## config.mk

```make
export PLATFORM = sky130hd
export DESIGN_NAME = bus_master_6502_flat
export DESIGN_NICKNAME = d
export VERILOG_FILES = /design/src/rtl/bus_master_6502_if.sv /design/src/rtl/bus_master_6502.sv /design/src/flat_wrapper.sv
export SDC_FILE = /design/constraint.sdc
export NUM_CORES = 1
export LEC_CHECK = 0
export ABC_CLOCK_PERIOD_IN_PS = 2360
export CELL_PAD_IN_SITES_DETAIL_PLACEMENT = 1
export CELL_PAD_IN_SITES_GLOBAL_PLACEMENT = 1
export CORE_ASPECT_RATIO = 1.5
export CORE_MARGIN = 3
export CORE_UTILIZATION = 34
export DETAILED_ROUTE_END_ITERATION = 10
export MAX_ROUTING_LAYER = met4
export PLACE_DENSITY = 0.85
export SETUP_SLACK_MARGIN = 0.3
export SYNTH_ARGS = -nofsm -noshare
export SYNTH_HDL_FRONTEND = slang
export SYNTH_SLANG_ARGS = --single-unit
```

## constraint.sdc

```tcl
create_clock -name eclk -period 2.36 [get_ports eclk]
set_clock_uncertainty 0.15 [all_clocks]
set_input_delay 0.59 -clock eclk [delete_from_list [all_inputs] [get_ports eclk]]
set_output_delay 0.59 -clock eclk [all_outputs]
set_load 0.05 [all_outputs]
```

## src/rtl/bus_master_6502_if.sv

```systemverilog
// Command, response and 6502-style bus signals of bus_master_6502.
// The master modport is the initiator's view; slave is the side that drives commands and db_i.
interface bus_master_6502_if;
  logic        cmd_valid;
  logic        cmd_ready;
  logic        cmd_rw;
  logic [15:0] cmd_addr;
  logic [7:0]  cmd_wdata;
  logic        rsp_valid;
  logic [7:0]  rsp_data;
  logic [15:0] rsp_addr;
  logic [15:0] ab;
  logic        rw;
  logic [7:0]  db_o;
  logic [7:0]  db_i;
  logic        clk2out;

  modport master (
    input  cmd_valid, cmd_rw, cmd_addr, cmd_wdata, db_i,
    output cmd_ready, rsp_valid, rsp_data, rsp_addr, ab, rw, db_o, clk2out
  );

  modport slave (
    output cmd_valid, cmd_rw, cmd_addr, cmd_wdata, db_i,
    input  cmd_ready, rsp_valid, rsp_data, rsp_addr, ab, rw, db_o, clk2out
  );
endinterface

```

## src/rtl/bus_master_6502.sv

```systemverilog
// Cycle-accurate 6502-style bus initiator: phi1/phi2 phases of HALF eclk each,
// commands accepted on the last eclk of phi2, read data returned one eclk after that edge.
module bus_master_6502 #(
  parameter int unsigned HALF = 4
) (
  input  logic               eclk,
  input  logic               ereset,
  bus_master_6502_if.master  bus,
  output logic [31:0]        bus_cycles
);

  typedef enum logic {PHI1, PHI2} phase_t;

  localparam logic [7:0] LAST = 8'(HALF - 1);

  phase_t      state_reg, state_next;
  logic [7:0]  cnt_reg, cnt_next;
  logic        boundary;

  logic [15:0] ab_reg;
  logic        rw_reg;
  logic [7:0]  db_o_reg;
  logic        pending_reg;
  logic        rsp_valid_reg;
  logic [7:0]  rsp_data_reg;
  logic [15:0] rsp_addr_reg;
  logic [31:0] bus_cycles_reg;

  always_ff @(posedge eclk) begin
    if (ereset) begin
      state_reg <= PHI1;
      cnt_reg   <= 8'd0;
    end else begin
      state_reg <= state_next;
      cnt_reg   <= cnt_next;
    end
  end

  // boundary marks the last eclk of phi2, where one bus cycle hands over to the next
  always_comb begin
    state_next = state_reg;
    cnt_next   = cnt_reg + 8'd1;
    boundary   = 1'b0;
    if (cnt_reg == LAST) begin
      cnt_next   = 8'd0;
      state_next = (state_reg == PHI1) ? PHI2 : PHI1;
      boundary   = (state_reg == PHI2);
    end
  end

  always_ff @(posedge eclk) begin
    if (ereset) begin
      ab_reg         <= 16'h0000;
      rw_reg         <= 1'b1;
      db_o_reg       <= 8'h00;
      pending_reg    <= 1'b0;
      rsp_valid_reg  <= 1'b0;
      rsp_data_reg   <= 8'h00;
      rsp_addr_reg   <= 16'h0000;
      bus_cycles_reg <= 32'd0;
    end else begin
      rsp_valid_reg <= 1'b0;
      if (boundary) begin
        bus_cycles_reg <= bus_cycles_reg + 32'd1;
        if (pending_reg) begin
          rsp_valid_reg <= 1'b1;
          rsp_data_reg  <= bus.db_i;
          rsp_addr_reg  <= ab_reg;
        end
        // no command: dummy read that keeps the previous address and data lines
        if (bus.cmd_valid) begin
          ab_reg      <= bus.cmd_addr;
          rw_reg      <= bus.cmd_rw;
          db_o_reg    <= bus.cmd_wdata;
          pending_reg <= bus.cmd_rw;
        end else begin
          rw_reg      <= 1'b1;
          pending_reg <= 1'b0;
        end
      end
    end
  end

  assign bus.cmd_ready = boundary & ~ereset;
  assign bus.ab        = ab_reg;
  assign bus.rw        = rw_reg;
  assign bus.db_o      = db_o_reg;
  assign bus.clk2out   = (state_reg == PHI2);
  assign bus.rsp_valid = rsp_valid_reg;
  assign bus.rsp_data  = rsp_data_reg;
  assign bus.rsp_addr  = rsp_addr_reg;
  assign bus_cycles    = bus_cycles_reg;

endmodule

```

## src/flat_wrapper.sv

```systemverilog
// flat-port wrapper written by rule: the top's interface ports become plain ports
module bus_master_6502_flat 
#(
  parameter int unsigned HALF = 4
)
  (eclk, ereset, bus_cycles, bus_cmd_valid, bus_cmd_rw, bus_cmd_addr, bus_cmd_wdata, bus_db_i, bus_cmd_ready, bus_rsp_valid, bus_rsp_data, bus_rsp_addr, bus_ab, bus_rw, bus_db_o, bus_clk2out);
  bus_master_6502_if bus_i ();
  input  logic eclk;
  input  logic ereset;
  output logic [31:0] bus_cycles;
  input wire logic [$bits(bus_i.cmd_valid)-1:0] bus_cmd_valid;
  input wire logic [$bits(bus_i.cmd_rw)-1:0] bus_cmd_rw;
  input wire logic [$bits(bus_i.cmd_addr)-1:0] bus_cmd_addr;
  input wire logic [$bits(bus_i.cmd_wdata)-1:0] bus_cmd_wdata;
  input wire logic [$bits(bus_i.db_i)-1:0] bus_db_i;
  output wire logic [$bits(bus_i.cmd_ready)-1:0] bus_cmd_ready;
  output wire logic [$bits(bus_i.rsp_valid)-1:0] bus_rsp_valid;
  output wire logic [$bits(bus_i.rsp_data)-1:0] bus_rsp_data;
  output wire logic [$bits(bus_i.rsp_addr)-1:0] bus_rsp_addr;
  output wire logic [$bits(bus_i.ab)-1:0] bus_ab;
  output wire logic [$bits(bus_i.rw)-1:0] bus_rw;
  output wire logic [$bits(bus_i.db_o)-1:0] bus_db_o;
  output wire logic [$bits(bus_i.clk2out)-1:0] bus_clk2out;
  assign bus_i.cmd_valid = bus_cmd_valid;
  assign bus_i.cmd_rw = bus_cmd_rw;
  assign bus_i.cmd_addr = bus_cmd_addr;
  assign bus_i.cmd_wdata = bus_cmd_wdata;
  assign bus_i.db_i = bus_db_i;
  assign bus_cmd_ready = bus_i.cmd_ready;
  assign bus_rsp_valid = bus_i.rsp_valid;
  assign bus_rsp_data = bus_i.rsp_data;
  assign bus_rsp_addr = bus_i.rsp_addr;
  assign bus_ab = bus_i.ab;
  assign bus_rw = bus_i.rw;
  assign bus_db_o = bus_i.db_o;
  assign bus_clk2out = bus_i.clk2out;
  bus_master_6502 #(.HALF(HALF)) u_core (.eclk(eclk), .ereset(ereset), .bus(bus_i), .bus_cycles(bus_cycles));
endmodule
```

# ---- Word-level counts from Yosys, hierarchy flattened
# Index checks and enable logic that the tools add are counted.
dict set report classes {
  add_sub_neg 2
  n_eq_ne 1
  muxes 5
  n_bitwise 3
  reduce_logical 4
}
# operator n
set ops {}
lappend ops {{adder 32 x 1 -> 32 bit (second input constant)} 1}
lappend ops {{adder 8 x 1 -> 8 bit (second input constant)} 1}
lappend ops {{== test 8 x 2 -> 1 bit (second input constant)} 1}
lappend ops {{2-to-1 mux 1 bit} 5}
lappend ops {{AND reduction 2 bit} 2}
lappend ops {{OR reduction 2 bit} 2}
lappend ops {{NOT 1 bit} 2}
lappend ops {{bitwise AND 1 bit} 1}
dict set report word_totals {
  ff_bits 92
  out_inout_bits 84
}

# ---- Longest topological paths before layout
# Gate-level depths: netlist (run 1).
dict set report depth {
  depth_word 4
  mapped_depth 7
}

# ---- Least setup slack after synthesis (run 1)
# Ideal clock, no wire load.
dict set report synth_timing {
  path_type {reg2out}
  from {register u_core.state_reg (netlist: u_core.bus.clk2out)}
  to {output port bus_cmd_ready}
  t_arrival_ns 1.999
  path_slack_ns -0.379
  stages_incl_launch_ff 4
  cell_sequence {dfxtp_1 -> and4bb_4 -> and2_2 -> nor2b_1}
}
dict set report synth_via {
  elab_chain_len 2
}
# item line
set synth_lines {}
lappend synth_lines {{from (decl)} bus_master_6502.sv:16} ;# phase_t state_reg, state_next;
lappend synth_lines {{from (signal assigned)} bus_master_6502.sv:34} ;# state_reg <= state_next;
lappend synth_lines {{2-to-1 mux 1 bit} bus_master_6502.sv:44} ;# if (cnt_reg == LAST) begin
lappend synth_lines {{bitwise AND 1 bit} bus_master_6502.sv:84} ;# assign bus.cmd_ready = boundary & ~ereset;
lappend synth_lines {{to (decl)} flat_wrapper.sv:16} ;# output wire logic [$bits(bus_i.cmd_ready)-1:0] bus_cmd_ready;
# Every way passes these cells.

# ---- Final worst setup path (run 1)
dict set report layout_timing {
  from {register u_core.cnt_reg[0]}
  to {output port bus_cmd_ready}
}
dict set report layout_via {
  elab_chain_len 3
}
# item line
set layout_lines {}
lappend layout_lines {{from (decl)} bus_master_6502.sv:17} ;# logic [7:0] cnt_reg, cnt_next;
lappend layout_lines {{from (signal assigned)} bus_master_6502.sv:35} ;# cnt_reg <= cnt_next;
lappend layout_lines {{== test 8 x 2 -> 1 bit} bus_master_6502.sv:44}
lappend layout_lines {{2-to-1 mux 1 bit} bus_master_6502.sv:44}
lappend layout_lines {{bitwise AND 1 bit} bus_master_6502.sv:84}
# Every way passes these cells.

==> results.rst, run 1 <==
.. list-table::
   :header-rows: 1

   * - Metric
     - Value
   * - Status
     - finished clean
   * - Post-CTS clock slew at the launch and capture registers of the worst setup and hold paths
     - 0.07 ns
   * - Initial DRC Count
     - about 130
   * - GRT Overall Usage
     - 19.9%
   * - Length of the first detailed-routing pass in iterations
     - 4
   * - Number of buffers added on ports
     - 119
   * - Die X
     - 93.0 um
   * - Clock tree root buffer cell
     - clkbuf_16
   * - Post-detailed-route wirelength per cell
     - about 18 um
   * - Source-to-sink clock delay at the later pin of the worst-skew pair
     - around 0.33 ns
   * - First-pass GRT wire length
     - 19600 um
   * - Critical Path AT
     - between 1.5 and 2 ns
   * - Effective utilization at floorplan
     - 34.9%
   * - Unrepaired setup endpoints after global routing
     - yes
   * - Sequential fraction of design power
     - between 40 and 50%
   * - Routability-driven placement congestion ratio
     - around 0.76
   * - Via count of the first global-routing pass
     - slightly below 4000
   * - Final Non-Filler Cells
     - about 740
   * - Internal Power
     - 2.51 mW
   * - First element of the critical path
     - u_core.cnt_reg[0]$_SDFF_PP0_
   * - Highest-count cells in the layout ignoring fill and taps
     - nand2_1 (101), dlygate4sd2_1 (73), dfxtp_1 (72)
   * - Post-route fraction of the period consumed by the critical path
     - between 90 and 100%
   * - Critical Path Start Type
     - flop
   * - Count of final hold-check violations
     - 0
   * - Net switching component of the power
     - ~0.73 mW
   * - Max H-tree Level
     - 3
   * - Number of max-slew violations in the final report
     - 0
   * - Slack of the worst reg-to-reg path
     - roughly 0.2 ns
   * - Worst relative slew slack
     - about 64%
   * - Source of the worst register-to-register timing path
     - u_core.cnt_reg[3]$_SDFF_PP0_
   * - Number of routed nets with antenna violations
     - 0
   * - Synth Net Count
     - between 400 and 500
   * - Sequential share of the synthesized area
     - a little under half
   * - Main area contributors after synthesis
     - dfxtp_1 (48%), nand2_1 (9.8%), a21oi_1 (8.2%)
   * - CTS buffer count
     - 9
   * - Warning count from the yosys run
     - 0
   * - Number of antenna violations at the first check in global routing
     - 0
   * - Compound-Gate Fraction of Synth Area
     - about 15%
   * - Clock Path Buffers
     - 2
   * - Shortest period the worst path allows
     - between 2 and 2.5 ns
   * - Req. time, crit path
     - around 1.6 ns
   * - Fraction of the mapped netlist area in adder cells
     - less than 1%
   * - HPWL after detailed placement
     - ~8300 um
   * - Power per cell area
     - approximately 550 nW/um2
   * - Number of vias per cell
     - between 5 and 6
   * - Hold/Removal Path Class
     - reg2reg
   * - Synth Area in XOR/XNOR
     - ~2.7%
   * - Most common cell after layout, fill and taps aside
     - nand2_1
   * - Maximum fanout along the worst path
     - 5
   * - Clk pwr share
     - between 40% and 50%
   * - Sw frac
     - around 22%
   * - Total via count in the routed design
     - 3857
   * - Simple-gate portion of the synthesized area
     - roughly 28%
   * - Largest vdd supply drop
     - between 0.3 and 0.4 mV
   * - Layout Area Growth over Synthesis
     - 53.4%
   * - Capture point of the worst path
     - bus_cmd_ready
   * - Area share of the largest cell type after synthesis
     - a little under half
   * - Post-synth EDFFs
     - 0
   * - Total I/O pin count
     - 120
   * - Total negative setup slack
     - 0 ns
   * - FFs w/ async S/R, synth
     - 0%
   * - Total of flip-flops plus latches after synthesis
     - 92
   * - Synthesized netlist cell count
     - about 450
   * - Ys flop type
     - dfxtp_1
   * - Number of placement rows
     - 47
   * - Worst reg2reg path endpoint
     - u_core.bus_cycles[24]$_SDFFE_PP0N_
   * - TritonCTS clock tree
     - yes
   * - Total core area
     - approximately 11000 um2
   * - Number of max-cap violations
     - 0
   * - # diodes
     - 0
   * - Number of cells after detailed placement
     - roughly 700
   * - Max FFs per register
     - 32
   * - Vert. Die Dim
     - 136 um
   * - Post-Synthesis Cell Area
     - 3860 um2
   * - Layout Nets
     - around 630
   * - WL final
     - around 14000 um
   * - Crit Path Class
     - reg2out
   * - Total grt overflow
     - 0
   * - Die Outline Area
     - between 10000 and 15000 um2
   * - Endpoint class of the critical path
     - primary output
   * - Cell leakage power
     - approximately 2.3 nW
   * - Largest net degree at the start of global routing
     - 89
   * - Clock sink count
     - 92
   * - Share of post-route cells with drive strength above 1
     - roughly 25%
   * - Average instance area after synthesis
     - 8.61 um2
   * - Upper clock frequency limit
     - roughly 430 MHz
   * - Power share of the combinational group
     - 5.8%
   * - Dominant combinational cell family by area after synthesis
     - simple AND/OR/NAND/NOR gates
   * - Largest area contributor in the synthesized netlist
     - dfxtp_1
   * - Proportion of synthesized area in mux cells
     - less than 1%
   * - Number of design rule violations left after detail routing
     - 0
   * - Length in cells of the worst reg-to-reg path
     - 7
   * - Slew of the pin with the lowest slew margin
     - around 0.54 ns
   * - Number of distinct standard cells referenced by the synthesized netlist
     - 42
   * - Final-report setup violation count
     - 0
-- cell families after synthesis --
group | count (synthesis)
compound gates | 99
mux | 2
buf+inv | 35
xor+xnor | 12
simple gates | 206
flops | 92
fa+ha+maj | 2
-- Yosys cell counts (2+ instances only) --
cell type  count
or3_1         11
clkbuf_1      14
and4_2         3
and4_1         5
nor2_1        17
nor3_1         2
o31ai_1       12
or4_1         13
a21oi_2       10
ha_1           2
nor4_4         2
and3_2         3
nand2_2       10
xnor2_1        4
buf_2          5
nand3_1       11
clkbuf_8       2
and3_1         2
nor2b_1        4
nand4_1       10
nand2_1      101
nor4_1         2
o21ai_0       11
buf_6          4
a21oi_1       63
dfxtp_1       92
mux2_2         2
and2_1         2
xor2_1         8
inv_1          9
-- how the worst min path moves through the flow --
stage | startpoint | to | slack (ns) | cells after the start
6_report | u_core.bus.rsp_addr[5]$_SDFFE_PP0P_ | u_core.bus.rsp_addr[5]$_SDFFE_PP0P_ | 0.30 | 2
3_3_place_gp | u_core.bus.rsp_addr[7]$_SDFFE_PP0P_ | u_core.bus.rsp_addr[7]$_SDFFE_PP0P_ | 0.29 | 2
2_1_floorplan | u_core.pending_reg$_SDFFE_PP0N_ | u_core.bus.rsp_valid$_SDFF_PP0_ | 0.28 | 2
3_5_place_dp | u_core.bus.rsp_data[0]$_SDFFE_PP0P_ | u_core.bus.rsp_data[0]$_SDFFE_PP0P_ | 0.29 | 2
5_1_grt | u_core.bus.rsp_data[0]$_SDFFE_PP0P_ | u_core.bus.rsp_data[0]$_SDFFE_PP0P_ | 0.31 | 2
4_1_cts | u_core.bus.rsp_data[0]$_SDFFE_PP0P_ | u_core.bus.rsp_data[0]$_SDFFE_PP0P_ | 0.30 | 2
-- power groups by stage --
| stage | clock (mW) | sequential, mW | combinational (mW) |
|---|---|---|---|
| after detailed placement | 0 | 1.61 | 0.158 |
| after global routing | 1.59 | 1.57 | 0.198 |
| after global placement | 0 | 1.61 | 0.154 |
| final | 1.48 | 1.57 | 0.187 |
| after floorplan | 0 | 1.62 | 0.0656 |
| after CTS | 1.52 | 1.57 | 0.169 |
-- final cells by class --
| cell class | count | area (um2) |
|---|---|---|
| fillers | 1306 | 5140 |
| inverters | 9 | 33.8 |
| repair buffers | 152 | 1440 |
| well taps | 147 | 184 |
| clock buffers | 10 | 239 |
| clock inverters | 6 | 70.1 |
| multi-input cells | 323 | 2070 |
| flip-flops and latches | 92 | 1880 |
-- worst max-delay path, stage by stage (launching register included) --
cell      delay, ns
dfxtp_4        0.37
ha_4           0.15
and4bb_4       0.27
and2_4         0.18
nor2b_4        0.16
buf_12         0.14
-- metrics by stage --
step                      utilization (%)  setup WS (ns)  instance area, um2  total power, mW  hold WS, ns
after global placement               47.2          0.208                5220             1.76        0.288
after CTS                            49.8         0.0306                5510             3.26        0.302
after global routing                 53.5        -0.0272                5920             3.36        0.313
after floorplan                         -          0.302                3910             1.68        0.282
final                                53.5         0.0224                5920             3.24        0.300
after detailed placement             47.2          0.139                5220             1.77        0.294
-- per-layer routing --
| layer | wire (um) | vias up | global-route usage (%) | share of wire, % |
|---|---|---|---|---|
| met3 | 604 | 32 | 4.32 | 4.4 |
| li1 | - | 1834 | - | - |
| met2 | 7450 | 128 | 35.7 | 55 |
| met1 | 5140 | 1863 | 21.5 | 38 |
| met5 | 0 | - | - | 0 |
| met4 | 418 | 0 | 7.25 | 3.1 |
-- what timing repair did --
item / 4_1_cts / 5_1_grt
endpoints found under the hold margin: 0 / 0
gates cloned: 2 / 2
setup buffers: 3 / 18
hold buffers: 0 / 0
pin swaps: 1 / 32
gates resized for setup: 88 / 57
setup endpoints to repair: 93 / 39
Note: power is estimated with default switching activity, not from simulation.
==> run 2, diff against run 1 <==
--- a/config.mk
+++ b/config.mk
@@ -9,7 +9,7 @@
 export CELL_PAD_IN_SITES_DETAIL_PLACEMENT = 1
 export CELL_PAD_IN_SITES_GLOBAL_PLACEMENT = 1
 export CORE_ASPECT_RATIO = 1.5
-export CORE_MARGIN = 3
+export CORE_MARGIN = 2
 export CORE_UTILIZATION = 34
 export DETAILED_ROUTE_END_ITERATION = 10
 export MAX_ROUTING_LAYER = met4
==> run 2 against run 1 <==
  * Highest routed layer unchanged
  * Cell count is 0.95% higher
  * Via count rose by 2.9%
  * Worst setup slack gained 0.027 ns
==> results.rst, run 2 (synthesis gave the netlist of run 1 again) <==
.. list-table::
   :header-rows: 1

   * - Metric
     - Value
   * - Cell leakage power
     - 2.36 nW (+0.34%)
   * - Total of fill cells in the finished design
     - 1326 (+1.5%)
   * - Maximum fanout along the worst path
     - 5 (unchanged)
   * - HPWL after detailed placement
     - 8250 um (-0.12%)
   * - Number of vias per cell
     - 5.32 (+2.0%)
   * - Length of the first detailed-routing pass in iterations
     - 4 (unchanged)
   * - Clock sink count
     - 92 (unchanged)
   * - Post-route fraction of the period consumed by the critical path
     - 97.9% (-1.2 points)
   * - Layout Nets
     - 632 (+1.1%)
   * - Share of the core filled with cells
     - 54.1% (+0.62 points)
   * - Share of post-route cells with drive strength above 1
     - 27.4% (+2.4 points)
   * - Critical Path Start Type
     - flop
   * - Total grt overflow
     - 0 (unchanged)
   * - Number of max-cap violations
     - 0 (unchanged)
   * - Placed inst area
     - 5230 um2 (+0.24%)
   * - Clock tree root buffer cell
     - clkbuf_16
   * - Max FFs per register
     - 32 (unchanged)
   * - Critical Path AT
     - 1.57 ns (-0.03 ns)
   * - Vert. Die Dim
     - 134 um (-1.5%)
   * - Sw frac
     - 23.3% (+0.93 points)
   * - Largest net degree at the start of global routing
     - 89 (unchanged)
   * - Worst relative slew slack
     - 64.1% (-0.33 points)
   * - Internal Power
     - 2.40 mW (-4.5%)
   * - Largest vdd supply drop
     - 0.327 mV (+6.0%)
   * - Final-report setup violation count
     - 0 (unchanged)
   * - Post-CTS clock slew at the launch and capture registers of the worst setup and hold paths
     - 0.07 ns (about the same)
   * - Clk pwr share
     - 43.5% (-2.2 points)
   * - Hold/Removal Path Class
     - reg2reg
   * - Req. time, crit path
     - 1.62 ns (about the same)
   * - Upper clock frequency limit
     - 433 MHz (+1.2%)
   * - Count of final hold-check violations
     - 0 (unchanged)
   * - Worst Hold Depth
     - 2 (unchanged)
   * - Number of buffers added on ports
     - 119 (unchanged)
   * - Critical Path Slowest Stage Cell
     - dfxtp_1
   * - Beginning of the worst hold path
     - u_core.bus.rsp_data[2]$_SDFFE_PP0P_
   * - Source-to-sink clock delay at the later pin of the worst-skew pair
     - 0.34 ns (about the same)
   * - Crit Path Class
     - reg2out
   * - Die Outline Area
     - 12200 um2 (-3.6%)
   * - Number of design rule violations left after detail routing
     - 0 (unchanged)
   * - # diodes
     - 0 (unchanged)
   * - Number of max-slew violations in the final report
     - 0 (unchanged)
   * - Total I/O pin count
     - 120 (unchanged)
   * - Critical path buffers and inverters
     - 1 (unchanged)
   * - Sequential fraction of design power
     - 50.2% (+1.7 points)
   * - WL final
     - 15100 um (+11%)
   * - Min Hold Slack
     - 0.304 ns (+0.00358 ns)
   * - Shortest period the worst path allows
     - 2.31 ns (-0.0272 ns)
   * - Net switching component of the power
     - 0.730 mW (+0.64%)
   * - Total core area
     - 11100 um2 (unchanged)
   * - Post-detailed-route wirelength per cell
     - 20.2 um (+9.5%)
   * - Total negative setup slack
     - 0 ns (unchanged)
   * - Highest-count cells in the layout ignoring fill and taps
     - nand2_1 (101), dlygate4sd2_1 (71), dfxtp_1 (71)
   * - Layout Area Growth over Synthesis
     - 55.2%
   * - Power share of the combinational group
     - 6.3% (+0.5 points)
   * - Power per cell area
     - 523 nW/um2 (-4.5%)
   * - TritonCTS clock tree
     - yes
   * - Number of routed nets with antenna violations
     - 0 (unchanged)
   * - Length in cells of the worst reg-to-reg path
     - 6 (-1)
   * - GRT Overall Usage
     - 21.5% (+1.5 points)
   * - Total via count in the routed design
     - 3970 (+2.9%)
   * - Unrepaired setup endpoints after global routing
     - yes
   * - Endpoint, Worst Hold
     - u_core.bus.rsp_data[2]$_SDFFE_PP0P_
   * - Most common cell after layout, fill and taps aside
     - nand2_1
   * - Effective utilization at floorplan
     - 34.9% (unchanged)
   * - CTS buffer count
     - 9 (unchanged)
   * - Final design instance area without fill
     - 5980 um2 (+1.2%)
   * - Number of antenna violations at the first check in global routing
     - 0 (unchanged)
   * - Slew of the pin with the lowest slew margin
     - 0.541 ns (+0.00503 ns)
   * - Family with the most delay on the worst path
     - simple AND/OR/NAND/NOR gates
   * - Number of placement rows
     - 47 (unchanged)
   * - Peak per-stage delay on the critical path
     - 0.37 ns (about the same)
   * - Power, Total
     - 3.13 mW (-3.4%)
   * - First-pass GRT wire length
     - 20400 um (+4.3%)
   * - Source of the worst register-to-register timing path
     - u_core.cnt_reg[0]$_SDFF_PP0_
   * - Endpoint class of the critical path
     - primary output
   * - Number of cells on the critical path
     - 4 (-1)
   * - Die X
     - 91.0 um (-2.2%)
   * - Critical path cell sequence
     - and4bb_4 > and2_4 > nor2b_4 > buf_12
   * - Routability-driven placement congestion ratio
     - 0.831 (+8.7%)
   * - Worst reg2reg path endpoint
     - u_core.bus_cycles[4]$_SDFFE_PP0N_
   * - Via count of the first global-routing pass
     - 4120 (+4.2%)
   * - Initial DRC Count
     - 195 (+51%)
   * - Clock Path Buffers
     - 2 (unchanged)
   * - Max H-tree Level
     - 3 (unchanged)
   * - Status
     - finished clean
   * - Slack of the worst reg-to-reg path
     - 0.17 ns (-0.03 ns)
[run 2: cell types whose count changed in the layout (fill, tap and decap cells not counted), sizes merged]
| cell | change |
|---|---|
| inv | -1 |
| buf | +4 |
| clkbuf | +7 |
| nand4 | +1 |
| bufinv | -1 |
| clkdlybuf4s15 | -1 |
| dlygate4sd2 | -2 |
[run 2: worst max-delay path by stage]
| stage | startpoint | endpoint | slack, ns |
|---|---|---|---|
| 2_1_floorplan | u_core.bus_cycles[8]$_SDFFE_PP0N_ | u_core.bus_cycles[29]$_SDFFE_PP0N_ | 0.30 |
| 3_3_place_gp | bus_cmd_valid | u_core.bus.ab[4]$_SDFFE_PP0P_ | 0.19 |
| 3_5_place_dp | bus_cmd_valid | u_core.bus.db_o[2]$_SDFFE_PP0P_ | 0.11 |
| 4_1_cts | u_core.cnt_reg[1]$_SDFF_PP0_ | bus_cmd_ready | 0.07 |
| 5_1_grt | u_core.cnt_reg[3]$_SDFF_PP0_ | bus_cmd_ready | -0.003 |
| 6_report | u_core.cnt_reg[6]$_SDFF_PP0_ | bus_cmd_ready | 0.05 |
[run 2: tightest hold or removal path, delay by kind of cell, from the launching register on]
family          cells  cell delay (ns)
flops               1             0.31
compound gates      1             0.05
simple gates        1             0.05
[run 2: metrics by stage]
stage                     setup WS [ns]  cells
after floorplan                   0.302    448
after global placement            0.194    699
after detailed placement          0.111    699
after CTS                        0.0726    726
after global routing           -0.00293    746
final                            0.0496    746
[run 2: per-layer routing]
layer  global-route usage (%)  share of wire, %  up-vias
met3                     4.72               3.6       38
met5                        -                 0        -
li1                         -                 -     1851
met2                     39.0                55      119
met4                     9.68               3.8        0
met1                     21.9                37     1962
[run 2: final cells by class]
cell class / count / area [um2] / area share (%)
tap: 147 / 184 / 3.07
multi-input combinational: 324 / 2130 / 35.6
clock inverter: 4 / 23.8 / 0.397
timing repair buffer: 158 / 1480 / 24.8
clock buffer: 12 / 246 / 4.12
inverter: 9 / 33.8 / 0.564
sequential: 92 / 1880 / 31.4
[run 2: power groups by stage]
stage	combinational, mW	clock, mW	sequential [mW]
3_3_place_gp	0.153	0	1.61
4_1_cts	0.171	1.38	1.57
5_1_grt	0.210	1.46	1.57
2_1_floorplan	0.0656	0	1.62
6_report	0.196	1.36	1.57
3_5_place_dp	0.155	0	1.61
[run 2: timing repair]
action | CTS | global route
resized for setup | 92 | 80
setup buffers | 8 | 18
endpoints found under the setup margin | 102 | 71
gates cloned | 3 | 2
hold endpoints to repair | 0 | 0
pin swaps | 5 | 34
hold buffers | 0 | 0
==> run 3, diff against run 2 <==
--- a/config.mk
+++ b/config.mk
@@ -6,11 +6,11 @@
 export NUM_CORES = 1
 export LEC_CHECK = 0
 export ABC_CLOCK_PERIOD_IN_PS = 2360
-export CELL_PAD_IN_SITES_DETAIL_PLACEMENT = 1
-export CELL_PAD_IN_SITES_GLOBAL_PLACEMENT = 1
+export CELL_PAD_IN_SITES_DETAIL_PLACEMENT = 0
+export CELL_PAD_IN_SITES_GLOBAL_PLACEMENT = 2
 export CORE_ASPECT_RATIO = 1.5
 export CORE_MARGIN = 2
-export CORE_UTILIZATION = 34
+export CORE_UTILIZATION = 27
 export DETAILED_ROUTE_END_ITERATION = 10
 export MAX_ROUTING_LAYER = met4
 export PLACE_DENSITY = 0.85
==> run 3 against run 2 <==
  * Via count decreased by 3.0%
  * Combinational power increased by 7%
  * Hold slack got worse by 0.0077 ns
  * Critical path depth increased by 1
  * First-iteration DRC count decreased by 49%
  * Count of clock-buffer cells in the layout decreased by 2
  * Sequential power about the same
  * Wire length decreased by 16%
  * Die area increased by 25%
  * Maximum frequency increased by 1.6%
  * Non-clock buffer count decreased by 4
==> results.rst, run 3 (synthesis gave the netlist of run 1 again) <==
.. list-table::
   :header-rows: 1

   * - Metric
     - Value
   * - Status
     - finished clean
   * - Clock sink count
     - 92 (unchanged)
   * - Length of the first detailed-routing pass in iterations
     - 4 (unchanged)
   * - Number of buffers added on ports
     - 119 (unchanged)
   * - CTS buffer count
     - 9 (unchanged)
   * - Clk pwr share
     - 47.7% (+4.2 points)
   * - # diodes
     - 0 (unchanged)
   * - Die Outline Area
     - 15300 um2 (+25%)
   * - Total I/O pin count
     - 120 (unchanged)
   * - Final-report setup violation count
     - 0 (unchanged)
   * - Initial DRC Count
     - 100 (-49%)
   * - Routability-driven placement congestion ratio
     - 0.776 (-6.7%)
   * - Number of placement rows
     - 53 (+13%)
   * - Net switching component of the power
     - 0.768 mW (+5.2%)
   * - Upper clock frequency limit
     - 440 MHz (+1.6%)
   * - Endpoint class of the critical path
     - primary output
   * - Largest vdd supply drop
     - 0.366 mV (+12%)
   * - Source-to-sink clock delay at the later pin of the worst-skew pair
     - 0.34 ns (about the same)
   * - Internal Power
     - 2.63 mW (+9.8%)
   * - Layout Area Growth over Synthesis
     - 59.9%
   * - Layout Nets
     - 628 (-0.63%)
   * - Peak per-stage delay on the critical path
     - 0.38 ns (about the same)
   * - Sequential fraction of design power
     - 46.2% (-4.0 points)
   * - Total grt overflow
     - 0 (unchanged)
   * - Share of the core filled with cells
     - 44.1% (-10 points)
   * - Number of routed nets with antenna violations
     - 0 (unchanged)
   * - Critical path cell sequence
     - ha_4 > and4bb_4 > and2_4 > nor2b_4 > buf_12
   * - GRT Overall Usage
     - 16.7% (-4.8 points)
   * - Number of max-slew violations in the final report
     - 0 (unchanged)
   * - Post-CTS clock slew at the launch and capture registers of the worst setup and hold paths
     - 0.07 ns (about the same)
   * - Max H-tree Level
     - 3 (unchanged)
   * - Worst relative slew slack
     - 64.8% (+0.75 points)
   * - Shortest period the worst path allows
     - 2.27 ns (-0.0371 ns)
   * - Final design instance area without fill
     - 6160 um2 (+3.0%)
   * - Most common cell after layout, fill and taps aside
     - nand2_1
   * - Max FFs per register
     - 32 (unchanged)
   * - HPWL after detailed placement
     - 7700 um (-6.6%)
   * - Highest-count cells in the layout ignoring fill and taps
     - nand2_1 (88), dlygate4sd2_1 (71), dfxtp_1 (67)
   * - Sw frac
     - 22.6% (-0.75 points)
   * - Final Non-Filler Cells
     - 787 (+5.5%)
   * - Die X
     - 102 um (+12%)
   * - Total negative setup slack
     - 0 ns (unchanged)
   * - Via count of the first global-routing pass
     - 3841 (-6.8%)
   * - Count of final hold-check violations
     - 0 (unchanged)
   * - Number of design rule violations left after detail routing
     - 0 (unchanged)
   * - Post-route fraction of the period consumed by the critical path
     - 96.3% (-1.6 points)
   * - Critical Path AT
     - 1.53 ns (-0.04 ns)
   * - Total core area
     - 14000 um2 (+27%)
   * - Largest net degree at the start of global routing
     - 89 (unchanged)
   * - Vert. Die Dim
     - 150 um (+12%)
   * - Number of antenna violations at the first check in global routing
     - 0 (unchanged)
   * - Family with the most delay on the worst path
     - simple AND/OR/NAND/NOR gates
   * - Placed inst area
     - 5280 um2 (+0.84%)
   * - Crit Path Class
     - reg2out
   * - Req. time, crit path
     - 1.62 ns (about the same)
   * - Slew of the pin with the lowest slew margin
     - 0.530 ns (-0.0113 ns)
   * - Post-cts hold buffer count
     - 0 (unchanged)
   * - Unrepaired setup endpoints after global routing
     - yes
   * - Critical path buffers and inverters
     - 1 (unchanged)
   * - WL final
     - 12700 um (-16%)
   * - Clock tree root buffer cell
     - clkbuf_16
   * - TritonCTS clock tree
     - yes
   * - Final setup slack of the worst path
     - 0.0866 ns (+0.0371 ns)
   * - Critical Path Start Type
     - flop
   * - Min Hold Slack
     - 0.296 ns (-0.00768 ns)
   * - Setup WS pre-CTS
     - 0.0778 ns (-0.0337 ns)
   * - Number of cells after detailed placement
     - 742 (+6.2%)
   * - Effective utilization at floorplan
     - 27.6% (-7.3 points)
   * - Maximum fanout along the worst path
     - 5 (unchanged)
   * - Share of post-route cells with drive strength above 1
     - 28.2% (+0.86 points)
   * - Post-detailed-route wirelength per cell
     - 16.2 um (-20%)
   * - Number of vias per cell
     - 4.89 (-8.1%)
   * - Hold/Removal Path Class
     - reg2reg
   * - First-pass GRT wire length
     - 19200 um (-5.8%)
   * - Critical Path Slowest Stage Cell
     - dfxtp_4
   * - Cell leakage power
     - 2.53 nW (+7.6%)
   * - Number of max-cap violations
     - 0 (unchanged)
   * - Power per cell area
     - 552 nW/um2 (+5.5%)
   * - Clock Path Buffers
     - 2 (unchanged)
   * - Total via count in the routed design
     - 3851 (-3.0%)
   * - Power share of the combinational group
     - 6.2% (about the same)
   * - Power, Total
     - 3.40 mW (+8.7%)
## run 3: power by group through the flow
stage	combinational, mW	sequential [mW]	clock [mW]
final	0.210	1.57	1.62
after global routing	0.225	1.57	1.73
after CTS	0.172	1.57	1.65
after detailed placement	0.157	1.61	0
after global placement	0.154	1.61	0
after floorplan	0.0656	1.62	0
## run 3: worst paths after layout
path / startpoint / endpoint / slack (ns) / cells after the start
setup / recovery: u_core.cnt_reg[0]$_SDFF_PP0_ / bus_cmd_ready / 0.09 / 5
hold / removal: u_core.bus.rsp_data[7]$_SDFFE_PP0P_ / u_core.bus.rsp_data[7]$_SDFFE_PP0P_ / 0.30 / 2
setup reg to reg: u_core.cnt_reg[0]$_SDFF_PP0_ / u_core.bus_cycles[29]$_SDFFE_PP0N_ / 0.17 / 7
hold reg to reg: u_core.bus.rsp_data[7]$_SDFFE_PP0P_ / u_core.bus.rsp_data[7]$_SDFFE_PP0P_ / 0.30 / 2
## run 3: timing repair
action,4_1_cts,5_1_grt
endpoints found under the setup margin,93,59
resized for setup,95,81
pin swaps,9,36
gates cloned,3,5
setup buffers,11,10
## run 3: final cells by class
class	instances	area [um2]
repair buffers	154	1510
multi-input cells	324	2160
fillers	1408	7830
clock inverters	6	95.1
inverters	9	33.8
flip-flops and latches	92	1890
clock buffers	10	239
well taps	192	240
## run 3: tightest hold or removal path, cell delays in order, from the launching register on
cell and delay, ns:
dfxtp_1 0.31, nand2_1 0.05, a21oi_1 0.05
## run 3: routing by layer
metal / share of wire, % / GRT usage (%) / vias up
li1: - / - / 1849
met1: 39 / 17.8 / 1865
met2: 54 / 28.8 / 115
met3: 4.3 / 3.67 / 22
met4: 2.3 / 7.77 / 0
met5: 0 / - / -
==> RTL change: new RTL, config.mk and constraints of run 3 <==
Reset style: asynchronous (`ereset`), changed in 2 clocked blocks.
--- a/src/rtl/bus_master_6502.sv
+++ b/src/rtl/bus_master_6502.sv
@@ -27,5 +27,5 @@
   logic [31:0] bus_cycles_reg;
 
-  always_ff @(posedge eclk) begin
+  always_ff @(posedge eclk or posedge ereset) begin
     if (ereset) begin
       state_reg <= PHI1;
@@ -49,5 +49,5 @@
   end
 
-  always_ff @(posedge eclk) begin
+  always_ff @(posedge eclk or posedge ereset) begin
     if (ereset) begin
       ab_reg         <= 16'h0000;
Behaviour: differs if ereset is asserted again (counterexample within 10 cycles, from zero or initial values and one cycle with ereset high); with ereset held inactive, the same outputs for 10 cycles.
==> RTL change against run 3 <==
- sequential cell count unchanged
- synthesized cell count is 29% lower
- core utilization grew 0.69 points
- worst setup slack got worse by 0.067 ns
- cell area increased by 0.61%
- wire length is 21% lower
- synthesized area shrank 2.0%
- via count is 25% lower
- critical path type unchanged
Power is not compared: it rests on default switching activity, and its combinational part moved more than twofold at a synthesized area within 25%.
==> RTL change: results (changes against run 3) <==
Status
  • Status: complete, no violations

Drt
  • Met2 routed wirelength: 5690 um (-17%)
  • Routed length on met1: 3890 um (-22%)
  • Iteration-0 DRC Markers: 51 (-49%)
  • WL final: 10100 um (-21%)
  • Via density: 4.48 (-8.4%)

Clock network
  • CTS-repair resized insts: 101 (+6.3%)
  • Setup bufs post-CTS: 14 (+3)

Worst setup path
  • CP max FO: 2 (-3)
  • R2R Setup Slk: 0.09 ns (-0.08 ns)

Global route
  • Global-route wire length before repair: 14900 um (-23%)
  • Met2 usage: 22.2% (-6.6 points)
  • Largest net degree at the start of global routing: 93 (+4.5%)
  • Met3 global-route usage: 2.62% (-1.0 points)

Placed design
  • Dpl ws: 0.193 ns (+0.115 ns)
  • HPWL after detailed placement: 6260 um (-19%)
  • Area after DPL: 5210 um^2 (-1.2%)

Synth
  • Area contributors post-synth: dfrtp_1, nand2_1, mux2_2, xnor2_1, xor2_1
  • Top post-synthesis cells by count: dfrtp_1, nand2_1, xnor2_1
  • Asr flop ratio synth: 100% (+100 points)
  • Sequential-to-total area share from yosys stat: 61.0% (+13 points)
  • Mux share of post-synthesis cell area: 7.45% (+6.9 points)
  • Synth Flop Type: dfrtp_1
  • Syn Nets: 357 (-27%)
  • Synth Area per Inst: 11.8 um^2 (+38%)

Worst hold path
  • Min-delay src: u_core.cnt_reg[0]$_DFF_PP0_
  • Worst Hold Path EP: u_core.cnt_reg[0]$_DFF_PP0_

Cells and area
  • NumNets Final: 510 (-19%)
  • Layout area overhead: 64.1%
  • Proportion of layout cells with a drive suffix above 1: 36.5% (+8.2 points)
  • Fillers: 1308 (-7.1%)

Timing
  • Fin crit period: 2.34 ns (+0.0671 ns)
  • Hold slack: 0.298 ns (+0.00196 ns)
  • Slew Limit Headroom: 65.1% (+0.29 points)
==> RTL change: changes by cell type after synthesis, sizes merged, moves of 4 or more <==
cell           run 3  this run
dfxtp             92         0
dfrtp              0        91
a21oi             73         0
nand2            111        85
xnor2              4        29
mux2               2        25
clkbuf            16         0
or4               13         0
o31ai             12         0
o21ai             11         1
or3               11         1
nor2b              4         0
==> RTL change: logic make-up (layout without fill, tap and decap cells) <==
family / count (synthesis) / after routing
AOI/OAI and AO/OA: 4 / 4
buffers and inverters: 15 / 173
xor gates and xnor gates: 38 / 38
DFF: 92 / 92
muxes: 25 / 25
adders and majority gates: 2 / 2
and+or+nand+nor: 143 / 143
==> RTL change: layout make-up <==
type	instances	share of cell area, %
Timing Repair Buffer	151	24.7
Inverter	6	0.424
Clock inverter	7	1.17
Tap cell	165	3.33
Clock buffer	9	3.63
Multi-Input combinational cell	212	29.5
Sequential cell	92	37.3
